==> src/rtl/pim_seq_ctrl_pkg.sv <==
`default_nettype none
// +----------------------------------------------------------------------------+
// | pim_ctrl_pkg : shared state encoding and default widths for pim_seq_ctrl    |
// | Rev 1.0                                                                     |
// +----------------------------------------------------------------------------+
package pim_ctrl_pkg;

  localparam int PIM_ADDR_W = 10;
  localparam int PIM_LEN_W  = 8;
  localparam int PIM_OP_W   = 4;

  typedef enum logic [2:0] {
    S_IDLE   = 3'd0,
    S_LOAD   = 3'd1,
    S_ISSUE  = 3'd2,
    S_UPDATE = 3'd3,
    S_DONE   = 3'd4
  } pim_seq_state_t;

endpackage : pim_ctrl_pkg
`default_nettype wire

==> src/rtl/pim_seq_ctrl_if.sv <==
`default_nettype none
// +----------------------------------------------------------------------------+
// | pim_seq_ctrl_if : instruction, address-register and array-port bundle      |
// | Rev 1.0                                                                     |
// +----------------------------------------------------------------------------+
interface pim_seq_ctrl_if
  import pim_ctrl_pkg::*;
#(
  parameter int N     = PIM_ADDR_W,
  parameter int LEN_W = PIM_LEN_W,
  parameter int OP_W  = PIM_OP_W
) ();

  logic             instr_valid;
  logic             instr_ready;
  logic             instr_mov;
  logic [OP_W-1:0]  instr_op;
  logic [N-1:0]     instr_src_a;
  logic [N-1:0]     instr_src_b;
  logic [N-1:0]     instr_dst;
  logic [LEN_W-1:0] instr_len;
  logic             abort;

  logic [N-1:0]     src_a_d;
  logic [N-1:0]     src_b_d;
  logic [N-1:0]     dst_d;
  logic [N-1:0]     mov_d;
  logic             pim_load;
  logic             mov_load;
  logic             update_load;

  logic             arr_req;
  logic [OP_W-1:0]  arr_op;
  logic             arr_ack;

  logic             busy;
  logic             done;
  logic             aborted;
  logic [LEN_W-1:0] step_cnt;

  // Decoder / datapath side
  modport master (
    output instr_valid, instr_mov, instr_op, instr_src_a, instr_src_b,
           instr_dst, instr_len, abort, arr_ack,
    input  instr_ready, src_a_d, src_b_d, dst_d, mov_d, pim_load, mov_load,
           update_load, arr_req, arr_op, busy, done, aborted, step_cnt
  );

  // Sequencer side
  modport slave (
    input  instr_valid, instr_mov, instr_op, instr_src_a, instr_src_b,
           instr_dst, instr_len, abort, arr_ack,
    output instr_ready, src_a_d, src_b_d, dst_d, mov_d, pim_load, mov_load,
           update_load, arr_req, arr_op, busy, done, aborted, step_cnt
  );

endinterface : pim_seq_ctrl_if
`default_nettype wire

==> src/rtl/pim_seq_ctrl.sv <==
`default_nettype none
// +----------------------------------------------------------------------------+
// | pim_seq_ctrl : loads PIM base addresses, steps len array ops, or does MOV  |
// | Rev 1.0                                                                     |
// +----------------------------------------------------------------------------+
module pim_seq_ctrl
  import pim_ctrl_pkg::*;
#(
  parameter int N     = PIM_ADDR_W,
  parameter int LEN_W = PIM_LEN_W,
  parameter int OP_W  = PIM_OP_W
) (
  input  logic          clk,
  input  logic          rst_n,
  pim_seq_ctrl_if.slave seq
);

  pim_seq_state_t   r_state;
  pim_seq_state_t   w_next;

  logic             r_mov;
  logic [OP_W-1:0]  r_op;
  logic [N-1:0]     r_src_a;
  logic [N-1:0]     r_src_b;
  logic [N-1:0]     r_dst;
  logic [LEN_W-1:0] r_len;
  logic [LEN_W-1:0] r_step;
  logic             r_aborted;

  logic             w_accept;
  logic             w_abort;
  logic             w_step_ack;
  logic             w_last_step;
  logic [LEN_W-1:0] w_step_inc;

  assign w_accept    = (r_state == S_IDLE) && seq.instr_valid;
  assign w_abort     = (r_state != S_IDLE) && seq.abort;
  // Abort wins over a coincident ack, so the count never moves on an abort cycle
  assign w_step_ack  = (r_state == S_ISSUE) && seq.arr_ack && !w_abort
                       && (r_step != r_len);
  assign w_step_inc  = r_step + {{(LEN_W-1){1'b0}}, 1'b1};
  assign w_last_step = (w_step_inc == r_len);

  always_comb begin
    w_next = r_state;
    case (r_state)
      S_IDLE:   if (seq.instr_valid) w_next = S_LOAD;
      S_LOAD:   w_next = (r_mov || (r_len == '0)) ? S_DONE : S_ISSUE;
      S_ISSUE:  if (seq.arr_ack) w_next = w_last_step ? S_DONE : S_UPDATE;
      S_UPDATE: w_next = S_ISSUE;
      S_DONE:   w_next = S_IDLE;
      default:  w_next = S_IDLE;
    endcase
    if (w_abort) w_next = S_IDLE;
  end

  always_ff @(posedge clk or negedge rst_n) begin
    if (!rst_n) begin
      r_state <= S_IDLE;
    end else begin
      r_state <= w_next;
    end
  end

  always_ff @(posedge clk or negedge rst_n) begin
    if (!rst_n) begin
      r_mov   <= 1'b0;
      r_op    <= '0;
      r_src_a <= '0;
      r_src_b <= '0;
      r_dst   <= '0;
      r_len   <= '0;
      r_step  <= '0;
    end else if (w_accept) begin
      r_mov   <= seq.instr_mov;
      r_op    <= seq.instr_op;
      r_src_a <= seq.instr_src_a;
      r_src_b <= seq.instr_src_b;
      r_dst   <= seq.instr_dst;
      r_len   <= seq.instr_len;
      r_step  <= '0;
    end else if (w_step_ack) begin
      r_step  <= w_step_inc;
    end
  end

  always_ff @(posedge clk or negedge rst_n) begin
    if (!rst_n) begin
      r_aborted <= 1'b0;
    end else begin
      r_aborted <= w_abort;
    end
  end

  // Every control output is a pure state decode, so async reset drops them at once
  assign seq.instr_ready = (r_state == S_IDLE);
  assign seq.busy        = (r_state != S_IDLE);
  assign seq.pim_load    = (r_state == S_LOAD) && !r_mov;
  assign seq.mov_load    = (r_state == S_LOAD) && r_mov;
  assign seq.update_load = (r_state == S_UPDATE);
  assign seq.arr_req     = (r_state == S_ISSUE);
  assign seq.done        = (r_state == S_DONE);
  assign seq.aborted     = r_aborted;

  assign seq.arr_op      = r_op;
  assign seq.src_a_d     = r_src_a;
  assign seq.src_b_d     = r_src_b;
  assign seq.dst_d       = r_dst;
  assign seq.mov_d       = r_src_a;
  assign seq.step_cnt    = r_step;

endmodule : pim_seq_ctrl
`default_nettype wire

==> src/flat_wrapper.sv <==
// flat-port wrapper written by rule: the top's interface ports become plain ports
module pim_seq_ctrl_flat import pim_ctrl_pkg::*;
#(
  parameter int N     = PIM_ADDR_W,
  parameter int LEN_W = PIM_LEN_W,
  parameter int OP_W  = PIM_OP_W
)
  (clk, rst_n, seq_instr_valid, seq_instr_mov, seq_instr_op, seq_instr_src_a, seq_instr_src_b, seq_instr_dst, seq_instr_len, seq_abort, seq_arr_ack, seq_instr_ready, seq_src_a_d, seq_src_b_d, seq_dst_d, seq_mov_d, seq_pim_load, seq_mov_load, seq_update_load, seq_arr_req, seq_arr_op, seq_busy, seq_done, seq_aborted, seq_step_cnt);
  pim_seq_ctrl_if #(.N(N), .LEN_W(LEN_W), .OP_W(OP_W)) seq_i ();
  input  logic clk;
  input  logic rst_n;
  input wire logic [$bits(seq_i.instr_valid)-1:0] seq_instr_valid;
  input wire logic [$bits(seq_i.instr_mov)-1:0] seq_instr_mov;
  input wire logic [$bits(seq_i.instr_op)-1:0] seq_instr_op;
  input wire logic [$bits(seq_i.instr_src_a)-1:0] seq_instr_src_a;
  input wire logic [$bits(seq_i.instr_src_b)-1:0] seq_instr_src_b;
  input wire logic [$bits(seq_i.instr_dst)-1:0] seq_instr_dst;
  input wire logic [$bits(seq_i.instr_len)-1:0] seq_instr_len;
  input wire logic [$bits(seq_i.abort)-1:0] seq_abort;
  input wire logic [$bits(seq_i.arr_ack)-1:0] seq_arr_ack;
  output wire logic [$bits(seq_i.instr_ready)-1:0] seq_instr_ready;
  output wire logic [$bits(seq_i.src_a_d)-1:0] seq_src_a_d;
  output wire logic [$bits(seq_i.src_b_d)-1:0] seq_src_b_d;
  output wire logic [$bits(seq_i.dst_d)-1:0] seq_dst_d;
  output wire logic [$bits(seq_i.mov_d)-1:0] seq_mov_d;
  output wire logic [$bits(seq_i.pim_load)-1:0] seq_pim_load;
  output wire logic [$bits(seq_i.mov_load)-1:0] seq_mov_load;
  output wire logic [$bits(seq_i.update_load)-1:0] seq_update_load;
  output wire logic [$bits(seq_i.arr_req)-1:0] seq_arr_req;
  output wire logic [$bits(seq_i.arr_op)-1:0] seq_arr_op;
  output wire logic [$bits(seq_i.busy)-1:0] seq_busy;
  output wire logic [$bits(seq_i.done)-1:0] seq_done;
  output wire logic [$bits(seq_i.aborted)-1:0] seq_aborted;
  output wire logic [$bits(seq_i.step_cnt)-1:0] seq_step_cnt;
  assign seq_i.instr_valid = seq_instr_valid;
  assign seq_i.instr_mov = seq_instr_mov;
  assign seq_i.instr_op = seq_instr_op;
  assign seq_i.instr_src_a = seq_instr_src_a;
  assign seq_i.instr_src_b = seq_instr_src_b;
  assign seq_i.instr_dst = seq_instr_dst;
  assign seq_i.instr_len = seq_instr_len;
  assign seq_i.abort = seq_abort;
  assign seq_i.arr_ack = seq_arr_ack;
  assign seq_instr_ready = seq_i.instr_ready;
  assign seq_src_a_d = seq_i.src_a_d;
  assign seq_src_b_d = seq_i.src_b_d;
  assign seq_dst_d = seq_i.dst_d;
  assign seq_mov_d = seq_i.mov_d;
  assign seq_pim_load = seq_i.pim_load;
  assign seq_mov_load = seq_i.mov_load;
  assign seq_update_load = seq_i.update_load;
  assign seq_arr_req = seq_i.arr_req;
  assign seq_arr_op = seq_i.arr_op;
  assign seq_busy = seq_i.busy;
  assign seq_done = seq_i.done;
  assign seq_aborted = seq_i.aborted;
  assign seq_step_cnt = seq_i.step_cnt;
  pim_seq_ctrl #(.N(N), .LEN_W(LEN_W), .OP_W(OP_W)) u_core (.clk(clk), .rst_n(rst_n), .seq(seq_i));
endmodule
==> config.mk <==
export PLATFORM = sky130hd
export DESIGN_NAME = pim_seq_ctrl_flat
export DESIGN_NICKNAME = d
export VERILOG_FILES = /design/src/rtl/pim_seq_ctrl_pkg.sv /design/src/rtl/pim_seq_ctrl_if.sv /design/src/rtl/pim_seq_ctrl.sv /design/src/flat_wrapper.sv
export SDC_FILE = /design/constraint.sdc
export NUM_CORES = 1
export LEC_CHECK = 0
export CAP_MARGIN = 20
export CORE_MARGIN = 3
export CORE_UTILIZATION = 34
export CTS_CLUSTER_DIAMETER = 150
export CTS_CLUSTER_SIZE = 14
export DETAILED_ROUTE_END_ITERATION = 10
export GPL_ROUTABILITY_DRIVEN = 0
export PLACE_DENSITY = 0.68
export SYNTH_ARGS = -nofsm -noshare
export SYNTH_HDL_FRONTEND = slang
export SYNTH_SLANG_ARGS = --single-unit
==> constraint.sdc <==
create_clock -name clk -period 2.2 [get_ports clk]
set_input_delay 0.44 -clock clk [delete_from_list [all_inputs] [get_ports clk]]
set_output_delay 0.44 -clock clk [all_outputs]
set_load 0.05 [all_outputs]
==> run_summary.xml, run 1 <==
<?xml version="1.0" encoding="UTF-8"?>
<metrics>
  <group name="run_status">
    <metric name="result_of_the_run" unit="">finished, final reports clean</metric>
  </group>
  <group name="global_routing">
    <metric name="grt_pass1_vias" unit="">2239</metric>
    <metric name="global_route_wire_length_before_repair" unit="µm">11400</metric>
    <metric name="global_route.overflow_total" unit="">0</metric>
    <metric name="grt_start_max_net_pins" unit="">37</metric>
    <metric name="antenna_found_initial" unit="">0</metric>
    <metric name="globalRouteTotalUtil" unit="%">15.9</metric>
  </group>
  <group name="place">
    <metric name="detailed_place.area" unit="µm²">3860</metric>
    <metric name="detailed_place_hpwl" unit="µm">5120</metric>
    <metric name="dp_slack" unit="ns">0.0579</metric>
    <metric name="port_buffers" unit="">107</metric>
  </group>
  <group name="floorplan">
    <metric name="initial_standard_cell_utilization_of_the_core" unit="%">36.0</metric>
    <metric name="site_rows" unit="">31</metric>
    <metric name="pin_count" unit="">108</metric>
    <metric name="die_boundary_width" unit="µm">94.5</metric>
    <metric name="core_area" unit="µm²">7410</metric>
    <metric name="die-area" unit="µm²">8940</metric>
    <metric name="die_height" unit="µm">94.5</metric>
  </group>
  <group name="sta">
    <metric name="achievable-frequency" unit="MHz">482</metric>
    <metric name="final.min_clock_period" unit="ns">2.08</metric>
    <metric name="grt_setup_unrepaired" unit="">no</metric>
    <metric name="finalSetupTns" unit="ns">0</metric>
    <metric name="max_slew_margin" unit="%">60.4</metric>
    <metric name="hold_viol" unit="">0</metric>
    <metric name="tightest_slew" unit="ns">0.588</metric>
    <metric name="timing.final.max_slew_violations" unit="">0</metric>
    <metric name="fin_worst_skew" unit="ns">0.0130</metric>
    <metric name="timing.final.crit_share" unit="%">94.4</metric>
    <metric name="setup_violations" unit="">0</metric>
    <metric name="setup_slack" unit="ns">0.124</metric>
  </group>
  <group name="drt">
    <metric name="wire_per_inst" unit="µm">13.9</metric>
    <metric name="drt_first_iter_violations" unit="">118</metric>
    <metric name="drc" unit="">0</metric>
    <metric name="vias_per_instance" unit="">4.66</metric>
    <metric name="wl" unit="µm">6980</metric>
    <metric name="route.vias.total" unit="">2344</metric>
    <metric name="first_pass_iters" unit="">4</metric>
    <metric name="detail-route-antenna-nets" unit="">0</metric>
  </group>
  <group name="critical_path">
    <metric name="crit_path_max_incr_delay" unit="ns">0.80</metric>
    <metric name="timing.critical_path.to_type" unit="">output port</metric>
    <metric name="worstSetupStartpointType" unit="">flip-flop</metric>
    <metric name="timing.critical_path.fanout_max" unit="">8</metric>
    <metric name="crit_path_arrival_time" unit="ns">1.64</metric>
    <metric name="data_required_time_at_the_worst_endpoint" unit="ns">1.76</metric>
    <metric name="timing.setup.critical_path_class" unit="">flip-flop to output port</metric>
    <metric name="path_buf_inv" unit="">2</metric>
    <metric name="worstPathCellList" unit="">buf_4 -&gt; clkdlybuf4s50_1</metric>
    <metric name="kind_of_cell_adding_the_most_delay_to_the_critical_path" unit="">buffers and inverters</metric>
    <metric name="critical-path-slowest-cell" unit="">clkdlybuf4s50_1</metric>
  </group>
  <group name="clock_tree">
    <metric name="cts_hold_buffers" unit="">0</metric>
    <metric name="later_pin_clock_latency_in_the_skew_report" unit="ns">0.31</metric>
    <metric name="postCtsSetupRepairBufs" unit="">0</metric>
    <metric name="cts.root.buffer_cell" unit="">clkbuf_8</metric>
    <metric name="clk_pin_slew_worst_paths" unit="ns">0.10</metric>
    <metric name="htree_levels" unit="">2</metric>
    <metric name="numClockSinks" unit="">55</metric>
    <metric name="cts-buffers-inserted" unit="">5</metric>
    <metric name="ctsLongestPathBuffers" unit="">2</metric>
    <metric name="post_cts_resize_count" unit="">0</metric>
    <metric name="tritoncts" unit="">built</metric>
  </group>
  <group name="power_and_ir_drop">
    <metric name="leakage" unit="nW">1.88</metric>
    <metric name="powerDensity" unit="nW/µm²">1550</metric>
    <metric name="vdd_ir_drop_max" unit="µV">886</metric>
  </group>
  <group name="yosys">
    <metric name="synth_warnings" unit="">0</metric>
    <metric name="synth_area_leaders" unit="">dfrtp_1 (52%), nand2_1 (19%), buf_4 (2.8%), xnor2_1 (2.6%), xor2_1 (2.3%)</metric>
    <metric name="netlist.area_leader.share" unit="%">51.6</metric>
    <metric name="yosysSeqAreaShare" unit="%">51.6</metric>
    <metric name="yosysTopAreaCell" unit="">dfrtp_1</metric>
    <metric name="synthesized_instance_count" unit="">304</metric>
    <metric name="synth.ff_latch_count" unit="">55</metric>
    <metric name="mean_post_synth_cell_area" unit="µm²">8.77</metric>
    <metric name="synthesis.area" unit="µm²">2670</metric>
    <metric name="synth.lib_cells_used.distinct" unit="">45</metric>
    <metric name="syn_nets" unit="">353</metric>
  </group>
  <group name="run">
    <metric name="maxCapViolCount" unit="">0</metric>
  </group>
  <group name="cells_and_area">
    <metric name="post_route_design_area" unit="µm²">3950</metric>
    <metric name="final_layout_size_suffix_gt1_share" unit="%">8.42</metric>
    <metric name="nNetsFinal" unit="">452</metric>
    <metric name="antenna_cells" unit="">0</metric>
    <metric name="area_growth_syn_to_layout" unit="%">48.4</metric>
  </group>
  <group name="min_path">
    <metric name="min_path_type" unit="">input port to async pin</metric>
  </group>
</metrics>
==> metal layers <==
layer / GRT usage, % / part of all wire, %
met1: 20.5 / 44
met2: 26.4 / 48
met3: 5.02 / 7.2
met4: 3.25 / 0.76
met5: 0 / 0
==> area by class of cell <==
type / count / area, µm²
clock buffers: 6 / 72.6
inverters: 4 / 15.0
fillers: 711 / 3450
repair buffers: 117 / 1210
flip-flops and latches: 55 / 1380
well taps: 99 / 124
clock inverters: 2 / 12.5
multi-input cells: 220 / 1150
==> where the power goes <==
group,total (W),internal [W],leakage (nW),switching [W]
Combinational,0.00382,0.00132,1.14,0.00250
Clock,0.000550,0.000224,0.0412,0.000326
Sequential,0.00177,0.00142,0.695,0.000345
Total,0.00614,0.00296,1.88,0.00317
==> cell usage after synthesis (all sizes together) <==
| master | n |
|---|---|
| o221ai | 1 |
| nand4 | 1 |
| nand2 | 137 |
| buf | 16 |
| and3 | 1 |
| mux2i | 3 |
| and3b | 1 |
| a21boi | 1 |
| nor4bb | 1 |
| a21oi | 7 |
| a2111oi | 1 |
| a211oi | 2 |
| nor3 | 3 |
| o32a | 1 |
| clkbuf | 9 |
| and4b | 1 |
| o311ai | 1 |
| nand3 | 2 |
| a31o | 1 |
| and2 | 1 |
| and4 | 2 |
| o21ai | 6 |
| nor3b | 3 |
| nor2 | 8 |
| nor4 | 4 |
| dfrtp | 55 |
| inv | 4 |
| xor2 | 7 |
| ha | 1 |
| a221oi | 2 |
| nor2b | 4 |
| a21o | 1 |
| o311a | 1 |
| nand2b | 1 |
| xnor2 | 8 |
| nor4b | 1 |
| or2b | 1 |
| or3 | 4 |
==> sequential cells by signal, indices dropped and copies added (netlist names) <==
register             count
u_core.seq.step_cnt      8
u_core.seq.arr_op        4
u_core.r_len             8
u_core.seq.src_b_d      10
u_core.r_state           3
u_core.seq.aborted       1
u_core.seq.mov_d        10
u_core.r_mov             1
u_core.seq.dst_d        10
==> metrics by stage <==
step                utilization, %  cells  power, W  hold WS [ns]
floorplan                        -    304   0.00434         0.144
global placement              52.1    495   0.00558         0.428
detailed placement            52.1    495   0.00564         0.439
CTS                           53.3    503   0.00621        0.0867
global route                  53.4    503   0.00650        0.0911
finish                        53.4    503   0.00614        0.0704
==> logic make-up (layout without fill, tap and decap cells) <==
group	after synthesis	in the layout	share of synthesized area, %
flip-flops	55	55	51.6
AND/OR/NAND/NOR	176	176	29.5
buffers and inverters	29	129	5.73
AO/OA/AOI/OAI	25	25	6.62
adder cells (fa/ha/maj)	1	1	0.469
multiplexers	3	3	1.13
XOR/XNOR	15	15	4.93
==> layout by cell type, fill, tap and decap left out, drive strengths merged, types with 3 or more instances in the layout <==
cell type	instances
nand2	137
clkdlybuf4s50	96
dfrtp	55
buf	18
nor2	8
xnor2	8
xor2	7
a21oi	7
o21ai	6
clkbuf	6
inv	4
nor2b	4
or3	4
nor4	4
mux2i	3
dlymetal6s2s	3
nor3	3
nor3b	3
==> final timing paths <==
path	from	end	slack, ns	cells past startpoint
worst max-delay path	u_core.seq.step_cnt[0]$_DFFE_PN0P_	seq_step_cnt[0]	0.12	2
worst min-delay path	rst_n	u_core.seq.dst_d[9]$_DFFE_PN0P_	0.07	1
worst max register to register	u_core.seq.step_cnt[1]$_DFFE_PN0P_	u_core.r_state[2]$_DFFE_PN0P_	0.15	6
worst min register to register	u_core.seq.dst_d[3]$_DFFE_PN0P_	u_core.seq.dst_d[3]$_DFFE_PN0P_	0.48	2
max in group asynchronous	rst_n	u_core.r_state[0]$_DFFE_PN0P_	1.57	2
min in group clk	u_core.seq.dst_d[3]$_DFFE_PN0P_	u_core.seq.dst_d[3]$_DFFE_PN0P_	0.48	2
No activity file was read; power rests on OpenSTA's default activity.
==> run 2, diff against run 1 <==
--- a/config.mk
+++ b/config.mk
@@ -8,7 +8,7 @@
 export CAP_MARGIN = 20
 export CORE_MARGIN = 3
 export CORE_UTILIZATION = 34
-export CTS_CLUSTER_DIAMETER = 150
+export CTS_CLUSTER_DIAMETER = 80
 export CTS_CLUSTER_SIZE = 14
 export DETAILED_ROUTE_END_ITERATION = 10
 export GPL_ROUTABILITY_DRIVEN = 0
==> results of run 2 <==
Same layout as run 1: the final DEF is identical, and so are final timing and power.
==> run 3, diff against run 2 <==
--- a/config.mk
+++ b/config.mk
@@ -13,6 +13,7 @@
 export DETAILED_ROUTE_END_ITERATION = 10
 export GPL_ROUTABILITY_DRIVEN = 0
 export PLACE_DENSITY = 0.68
+export SETUP_SLACK_MARGIN = 0.3
 export SYNTH_ARGS = -nofsm -noshare
 export SYNTH_HDL_FRONTEND = slang
 export SYNTH_SLANG_ARGS = --single-unit
==> run_summary.xml, run 3 (same netlist as run 1, synthesis figures left out) <==
<?xml version="1.0" encoding="UTF-8"?>
<metrics>
  <group name="run_status">
    <metric name="result_of_the_run" unit="">finished, final reports clean</metric>
  </group>
  <group name="floorplan">
    <metric name="die-area" unit="µm²">8940</metric>
    <metric name="pin_count" unit="">108</metric>
    <metric name="initial_standard_cell_utilization_of_the_core" unit="%">36.0</metric>
    <metric name="site_rows" unit="">31</metric>
    <metric name="die_boundary_width" unit="µm">94.5</metric>
    <metric name="core_area" unit="µm²">7410</metric>
    <metric name="die_height" unit="µm">94.5</metric>
  </group>
  <group name="power_and_ir_drop">
    <metric name="switching_share" unit="%">53.9</metric>
    <metric name="power.clock.fraction" unit="%">9.6</metric>
    <metric name="power_frac_seq" unit="%">29.1</metric>
    <metric name="logic_gate_share_of_total_power" unit="%">61.3</metric>
    <metric name="powerDensity" unit="nW/µm²">1480</metric>
    <metric name="leakage" unit="nW">2.02</metric>
    <metric name="vdd_ir_drop_max" unit="µV">863</metric>
    <metric name="power.total" unit="W">0.00600</metric>
    <metric name="power.net_switching" unit="W">0.00324</metric>
    <metric name="internal_power" unit="W">0.00277</metric>
  </group>
  <group name="sta">
    <metric name="timing.final.crit_share" unit="%">84.6</metric>
    <metric name="final.min_clock_period" unit="ns">1.86</metric>
    <metric name="setup_violations" unit="">0</metric>
    <metric name="tightest_slew" unit="ns">0.528</metric>
    <metric name="max_slew_margin" unit="%">64.8</metric>
    <metric name="timing.hold.ws" unit="ns">0.0926</metric>
    <metric name="timing.final.max_slew_violations" unit="">0</metric>
    <metric name="achievable-frequency" unit="MHz">537</metric>
    <metric name="grt_setup_unrepaired" unit="">yes</metric>
    <metric name="finalSetupTns" unit="ns">0</metric>
    <metric name="fin_worst_skew" unit="ns">0.00866</metric>
    <metric name="hold_viol" unit="">0</metric>
    <metric name="setup_slack" unit="ns">0.338</metric>
  </group>
  <group name="global_routing">
    <metric name="globalRouteTotalUtil" unit="%">15.9</metric>
    <metric name="global_route.overflow_total" unit="">0</metric>
    <metric name="grt_pass1_vias" unit="">2364</metric>
    <metric name="grt_start_max_net_pins" unit="">34</metric>
    <metric name="antenna_found_initial" unit="">0</metric>
    <metric name="global_route_wire_length_before_repair" unit="µm">11300</metric>
  </group>
  <group name="drt">
    <metric name="first_pass_iters" unit="">4</metric>
    <metric name="route.vias.total" unit="">2390</metric>
    <metric name="drc" unit="">0</metric>
    <metric name="wl" unit="µm">6970</metric>
    <metric name="vias_per_instance" unit="">4.67</metric>
    <metric name="wire_per_inst" unit="µm">13.6</metric>
    <metric name="drt_first_iter_violations" unit="">82</metric>
    <metric name="detail-route-antenna-nets" unit="">0</metric>
  </group>
  <group name="critical_path">
    <metric name="worstReg2RegEnd" unit="">u_core.seq.step_cnt[7]$_DFFE_PN0P_</metric>
    <metric name="worstSetupStartpointType" unit="">flip-flop</metric>
    <metric name="crit-reg2reg-launch" unit="">u_core.r_state[2]$_DFFE_PN0P_</metric>
    <metric name="r2r_cells" unit="">6</metric>
    <metric name="crit_path_arrival_time" unit="ns">1.42</metric>
    <metric name="data_required_time_at_the_worst_endpoint" unit="ns">1.76</metric>
    <metric name="timing.critical_path.to_type" unit="">output port</metric>
    <metric name="timing.setup.critical_path_class" unit="">flip-flop to output port</metric>
    <metric name="setup.reg_to_reg.worst_slack" unit="ns">0.40</metric>
    <metric name="timing.critical_path.fanout_max" unit="">4</metric>
  </group>
  <group name="clock_tree">
    <metric name="htree_levels" unit="">2</metric>
    <metric name="clk_pin_slew_worst_paths" unit="ns">0.11</metric>
    <metric name="cts-buffers-inserted" unit="">5</metric>
    <metric name="numClockSinks" unit="">55</metric>
    <metric name="tritoncts" unit="">built</metric>
    <metric name="ctsLongestPathBuffers" unit="">2</metric>
    <metric name="cts.root.buffer_cell" unit="">clkbuf_8</metric>
    <metric name="later_pin_clock_latency_in_the_skew_report" unit="ns">0.32</metric>
  </group>
  <group name="cells_and_area">
    <metric name="fillCellCount" unit="">700</metric>
    <metric name="antenna_cells" unit="">0</metric>
    <metric name="final_cell_mix" unit="">nand2_1 (136), dlygate4sd2_1 (52), clkdlybuf4s50_1 (46)</metric>
    <metric name="final_layout_size_suffix_gt1_share" unit="%">15.3</metric>
    <metric name="reg_area" unit="µm²">1390</metric>
    <metric name="layout_commonest_cell" unit="">nand2_1</metric>
    <metric name="multiInputGateArea" unit="µm²">1230</metric>
    <metric name="nNetsFinal" unit="">461</metric>
    <metric name="utilization" unit="%">54.6</metric>
    <metric name="area_growth_syn_to_layout" unit="%">51.7</metric>
  </group>
  <group name="place">
    <metric name="detailed_place_hpwl" unit="µm">5210</metric>
    <metric name="port_buffers" unit="">107</metric>
    <metric name="dp_slack" unit="ns">0.00410</metric>
  </group>
  <group name="run">
    <metric name="maxCapViolCount" unit="">0</metric>
  </group>
  <group name="min_path">
    <metric name="min_path_type" unit="">input port to async pin</metric>
  </group>
</metrics>
==> run 3: how the worst max path moves through the flow <==
| stage | from | end | slack, ns | cells after the start |
|---|---|---|---|---|
| after floorplan | u_core.r_state[0]$_DFFE_PN0P_ | seq_mov_load | 0.26 | 2 |
| after global placement | seq_abort | u_core.seq.step_cnt[7]$_DFFE_PN0P_ | 0.02 | 6 |
| after detailed placement | seq_abort | u_core.seq.step_cnt[7]$_DFFE_PN0P_ | 0.004 | 6 |
| after CTS | u_core.r_state[2]$_DFFE_PN0P_ | seq_mov_load | 0.22 | 3 |
| after global routing | u_core.seq.step_cnt[0]$_DFFE_PN0P_ | u_core.r_state[2]$_DFFE_PN0P_ | 0.28 | 6 |
| final | u_core.r_state[2]$_DFFE_PN0P_ | seq_mov_load | 0.34 | 3 |
==> run 3: layout make-up <==
class                   count  share of cell area [%]
flip-flops and latches     55                    34.3
repair buffers            126                    29.5
well taps                  99                    3.06
multi-input cells         220                    30.4
inverters                   4                   0.371
clock inverters             3                   0.619
clock buffers               5                    1.70
==> run 3: critical path: stages (launching register included) <==
cell	delay, ns
dfrtp_2	0.43
or2b_4	0.29
nor3b_4	0.22
buf_12	0.16
==> run 3: metal layers <==
metal | global-route usage [%] | wire length, µm
met5 | 0 | 0
met4 | 3.97 | 65
met3 | 4.30 | 437
met2 | 27.5 | 3580
met1 | 19.7 | 2880
==> run 3: power groups by stage <==
stage	clock [W]	combinational [W]	sequential (W)
after floorplan	0	0.00154	0.00283
after global placement	0	0.00376	0.00179
after detailed placement	0	0.00381	0.00180
after CTS	0.000599	0.00364	0.00174
after global routing	0.000629	0.00391	0.00181
final	0.000576	0.00368	0.00174
==> run 3: what timing repair did <==
action                                  4_1_cts  5_1_grt
pin swaps                                     1        8
endpoints found under the setup margin       59       11
hold buffers                                  0        0
gates resized for setup                      60        6
buffers inserted                              4        6
==> run 3: metrics by stage <==
stage / area [µm²] / std cells
2_1_floorplan: 2710 / 304
3_3_place_gp: 3880 / 494
3_5_place_dp: 3880 / 494
4_1_cts: 3970 / 506
5_1_grt: 4040 / 512
6_report: 4040 / 512
